===== src/rtl/morse_decoder.sv =====
// Morse line decoder: measures mark/space runs per unit tick and maps dot/dash patterns to 3-bit
// letter codes. Define MORSE_DEC_TOLERANT_EN to accept any mark longer than one tick as a dash.
module morse_decoder #(
  parameter int unsigned DASH_UNITS  = 3,
  parameter int unsigned LETTER_GAP  = 3,
  parameter int unsigned MAX_SYMBOLS = 4
) (
  input  logic       clk,
  input  logic       reset_n,
  input  logic       tick,
  input  logic       morse_in,
  output logic [2:0] letter,
  output logic       valid,
  output logic       err,
  output logic       busy
);

  localparam int unsigned CntW = $clog2(MAX_SYMBOLS + 1);
  localparam int unsigned PatW = MAX_SYMBOLS;
  localparam logic [2:0] DashRun = 3'(DASH_UNITS);
  localparam logic [2:0] GapRun  = 3'(LETTER_GAP);
  localparam logic [CntW-1:0] MaxCnt = CntW'(MAX_SYMBOLS);

  typedef enum logic [1:0] {StIdle, StMark, StSpace, StDiscard} state_e;

  state_e            state_q;
  logic [2:0]        run_q;
  logic [CntW-1:0]   count_q;
  logic [PatW-1:0]   pattern_q;

  logic [2:0] run_inc;
  logic       sym_ok;
  logic       sym_dash;
  logic       hit;
  logic [2:0] code;

  always_comb begin
    run_inc = (run_q == 3'd7) ? run_q : run_q + 3'd1;
`ifdef MORSE_DEC_TOLERANT_EN
    sym_dash = (run_q >= 3'd2);
    sym_ok   = (run_q != 3'd0);
`else
    sym_dash = (run_q == DashRun);
    sym_ok   = (run_q == 3'd1) || sym_dash;
`endif
  end

  // Symbols are shifted in at the LSB, so the first symbol ends up furthest left.
  always_comb begin
    hit  = 1'b1;
    code = 3'b000;
    if (count_q == CntW'(3) && pattern_q == PatW'(4'b0000))      code = 3'b000;
    else if (count_q == CntW'(1) && pattern_q == PatW'(4'b0001)) code = 3'b001;
    else if (count_q == CntW'(3) && pattern_q == PatW'(4'b0100)) code = 3'b010;
    else if (count_q == CntW'(4) && pattern_q == PatW'(4'b1000)) code = 3'b011;
    else if (count_q == CntW'(3) && pattern_q == PatW'(4'b0110)) code = 3'b100;
    else if (count_q == CntW'(4) && pattern_q == PatW'(4'b1001)) code = 3'b101;
    else if (count_q == CntW'(4) && pattern_q == PatW'(4'b1101)) code = 3'b110;
    else if (count_q == CntW'(4) && pattern_q == PatW'(4'b0011)) code = 3'b111;
    else                                                         hit  = 1'b0;
  end

  always_ff @(posedge clk or negedge reset_n) begin
    if (!reset_n) begin
      state_q   <= StIdle;
      run_q     <= 3'd0;
      count_q   <= '0;
      pattern_q <= '0;
      letter    <= 3'b000;
      valid     <= 1'b0;
      err       <= 1'b0;
      busy      <= 1'b0;
    end else begin
      // Pulses clear on every clk, independent of tick.
      valid <= 1'b0;
      err   <= 1'b0;
      if (tick) begin
        unique case (state_q)
          StIdle: begin
            if (morse_in) begin
              state_q <= StMark;
              run_q   <= 3'd1;
              busy    <= 1'b1;
            end
          end
          StMark: begin
            if (morse_in) begin
              run_q <= run_inc;
            end else if (sym_ok && count_q != MaxCnt) begin
              pattern_q <= {pattern_q[PatW-2:0], sym_dash};
              count_q   <= count_q + CntW'(1);
              state_q   <= StSpace;
              run_q     <= 3'd1;
            end else begin
              err     <= 1'b1;
              state_q <= StDiscard;
              run_q   <= 3'd1;
            end
          end
          StSpace: begin
            if (morse_in) begin
              state_q <= StMark;
              run_q   <= 3'd1;
            end else if (run_inc == GapRun) begin
              if (hit) begin
                letter <= code;
                valid  <= 1'b1;
              end else begin
                err <= 1'b1;
              end
              state_q   <= StIdle;
              busy      <= 1'b0;
              run_q     <= 3'd0;
              count_q   <= '0;
              pattern_q <= '0;
            end else begin
              run_q <= run_inc;
            end
          end
          StDiscard: begin
            if (morse_in) begin
              run_q <= 3'd0;
            end else if (run_inc == GapRun) begin
              state_q   <= StIdle;
              busy      <= 1'b0;
              run_q     <= 3'd0;
              count_q   <= '0;
              pattern_q <= '0;
            end else begin
              run_q <= run_inc;
            end
          end
          default: state_q <= StIdle;
        endcase
      end
    end
  end

endmodule


===== config.mk =====
export PLATFORM = sky130hd
export DESIGN_NAME = morse_decoder
export DESIGN_NICKNAME = d
export VERILOG_FILES = /design/src/rtl/morse_decoder.sv
export SDC_FILE = /design/constraint.sdc
export NUM_CORES = 1
export LEC_CHECK = 0
export CAP_MARGIN = 20
export CORE_ASPECT_RATIO = 2
export CORE_MARGIN = 2
export CORE_UTILIZATION = 46
export CTS_CLUSTER_SIZE = 40
export DETAILED_ROUTE_END_ITERATION = 10
export GPL_TIMING_DRIVEN = 0
export PLACE_DENSITY = 0.71
export SYNTH_ARGS = -nofsm -noshare
export SYNTH_HDL_FRONTEND = slang
export SYNTH_SLANG_ARGS = --single-unit

===== constraint.sdc =====
create_clock -name clk -period 1.9 [get_ports clk]
set_input_delay 0.38 -clock clk [delete_from_list [all_inputs] [get_ports clk]]
set_output_delay 0.38 -clock clk [all_outputs]
set_load 0.05 [all_outputs]

==> flow_summary.ini <==
[status]
status = finished with violations
violations = setup timing

[global_routing]
grt_first_pass_wirelength_mm = 5.10
grt_start_max_net_pins = 19
gr-usage-all-layers_pct = 22.4
grt_pass1_vias = 1165
overflow = 0
antenna_found_initial = 0

[power_and_ir_drop]
leakagePower_uw = 0.000706
power_frac_comb_pct = 60.4
p_sw_uw = 1160
max-vdd-ir-drop_uv = 895
power.internal_uw = 1480
pwr-share-clk_pct = 11.9
power.density_mw_per_mm2 = 1540
power.share.switching_pct = 43.9
seq_power_share_pct = 27.7

[logic_synthesis]
syn_nets = 151
synth_area_mm2 = 0.00128
synth_area_per_cell_um2 = 9.39
synth_top_area_share_pct = 35.3
ys_ff_latch = 18
synthTopCellsByCount = dfrtp_1, nand2_1, ha_1, inv_1, o21ai_0
synth_edf_count = 0
yosys_warnings = 0
syn_inst = 136
synth-main-ff-cell = dfrtp_1
synth.distinct_cells = 42
async_reset_ff_share_pct = 100
yosysMostFrequentCell = dfrtp_1
synth_top_cell_by_area = dfrtp_1
ys_seq_area_share_pct = 35.3
synthTopCellsByArea = dfrtp_1, ha_1, mux2i_1, mux2_2, nand2_1

[setup_path]
r2r_slack_ps = -80
crit_type = reg -> reg
crit_arrival_ps = 2120
crit_path_end_kind = register
crit_path_start_kind = register
crit_fanout = 6
crit_required_ps = 2040

[floorplan]
start_util_pct = 47.3
boundaryPins = 10
dieArea_mm2 = 0.00324
rows = 27
coreArea_mm2 = 0.00270
die_width_um = 41.3
die_h_um = 78.5

[job]
cap_violations = 0

[place]
dp_slack_ps = -383
place_hpwl_mm = 2.32
post-place-cells = 174
gp_congestion = 0.752
port_buffers = 9

[sta]
max_freq_mhz = 506
rsz0062_at_grt = yes
fin_skew_ps = 2.03
min_period_over_period_pct = 104
final-setup-viol-count = 7
maxSlewHeadroom_pct = 44.6
hold_viol_final = 0
drv_slew = 0
worst_slew_pin_slew_ps = 829
finalCriticalPeriod_ps = 1980
post-route-worst-setup-slack_ps = -75.9

[route]
post_drt_via_cell_ratio = 5.88
drc = 0
via_count = 1141
wl_per_cell_um = 17.2
drtIter0Drc = 29
drt_pass1_iterations = 4
finalWirelength_mm = 3.34
ant_nets = 0

[cts]
cts_buffers = 3
cts_sinks = 18
clock_path_buffers = 2
clk_pin_slew_ps = 70
cts-root-buf = clkbuf_8
insertion_delay_ps = 250
ctsHtreeMaxLevel = 1
tritoncts = built

[worst_hold_path]
hp-class = reg -> reg

[cells_and_area]
drive_above_1_share_pct = 29.7
seq_area_um2 = 453
nFillCells = 229
n_antenna_cell = 0
finalNetCount = 181
syn_to_final_growth_pct = 34.0
final_util_pct = 63.3
fin_cells = 194
multiInputGateArea_um2 = 877
placed cells by master (no fill, tap or decap), types with 2 or more instances in the layout:
cell	count
a21boi_0	2
a21oi_1	4
buf_4	16
clkbuf_1	2
clkbuf_8	4
clkdlybuf4s50_1	9
dfrtp_1	16
dfrtp_2	2
ha_1	5
ha_2	3
ha_4	3
inv_1	9
inv_2	2
mux2_4	4
mux2i_1	6
nand2_1	13
nand3_1	2
nand4_1	2
nor2_1	5
nor2b_1	5
nor3_1	4
nor3b_1	2
o211ai_1	2
o21ai_0	8
o2bb2ai_1	2
o31ai_1	2
kinds of logic (layout without fill, tap and decap cells):
logic type                 count (synthesis)  in the layout  synth area share [%]
and+or+nand+nor                           46             46                  21.3
AOI/OAI and AO/OA                         33             33                  17.3
DFF                                       18             18                  35.3
buffers and inverters                     15             44                  4.50
muxes                                     12             12                  10.2
adders and majority gates                 11             11                  10.8
xor gates and xnor gates                   1              1                 0.686
stage by stage:
| step | setup TNS [ps] | total power [uW] | hold slack (ps) | instance area, um^2 |
|---|---|---|---|---|
| finish | -302 | 2630 | 503 | 1710 |
| detailed placement | -2630 | 1970 | 485 | 1450 |
| global placement | -2210 | 1900 | 476 | 1450 |
| global route | -932 | 2800 | 537 | 1710 |
| CTS | 0 | 2480 | 507 | 1640 |
| floorplan | -421 | 1650 | 84.4 | 1330 |
registers in the layout, indices dropped and copies added (netlist names):
signal,cells
run_q,3
err,1
valid,1
state_q,2
count_q,3
busy,1
pattern_q,4
letter,3
layer usage:
layer | vias to the layer above | GRT usage [%] | share of wire [%]
li1 | 550 | - | -
met1 | 570 | 23.2 | 35
met2 | 17 | 41.9 | 62
met3 | 4 | 1.69 | 1.4
met4 | 0 | 7.42 | 1.2
met5 | - | 0 | 0
critical path, cell delays in order, from the launching register on:
cell and delay, ps:
dfrtp_2 450, inv_2 90, ha_4 210, nor4_4 300, mux2i_2 150, nor3b_4 230
buf_12 150, mux2_4 290
path summary, 6_finish.rpt:
path,startpoint,to,cells after the start
worst min-delay path,busy$_DFFE_PN0P_,busy$_DFFE_PN0P_,1
worst min register to register,busy$_DFFE_PN0P_,busy$_DFFE_PN0P_,1
worst max-delay path,run_q[1]$_DFFE_PN0P_,pattern_q[0]$_DFFE_PN0P_,7
worst max register to register,run_q[1]$_DFFE_PN0P_,pattern_q[0]$_DFFE_PN0P_,7
max in group asynchronous,reset_n,run_q[0]$_DFFE_PN0P_,1
min in group asynchronous,reset_n,state_q[0]$_DFFE_PN0P_,1
power by group through the flow:
| stage | sequential [uW] | combinational [uW] | clock [uW] |
|---|---|---|---|
| after floorplan | 680 | 969 | 0 |
| after global placement | 681 | 1220 | 0 |
| after detailed placement | 691 | 1280 | 0 |
| after CTS | 709 | 1440 | 324 |
| after global routing | 738 | 1720 | 341 |
| final | 730 | 1590 | 314 |
layout make-up:
cell class	instances	share of cell area, %
Buffer	2	0.439
Timing Repair Buffer	27	14.1
Multi-Input combinational cell	103	51.2
Inverter	11	2.41
Tap cell	29	2.12
Sequential cell	18	26.5
Clock buffer	4	3.22
what timing repair did:
item / in CTS / in global routing
hold buffers: 0 / 0
endpoints found under the setup margin: 9 / 11
setup buffers: 13 / 5
hold endpoints to repair: 0 / 0
resized for setup: 7 / 9
gates cloned: 0 / 0
pin swaps: 5 / 4
Power figures use the tool's default switching activity.
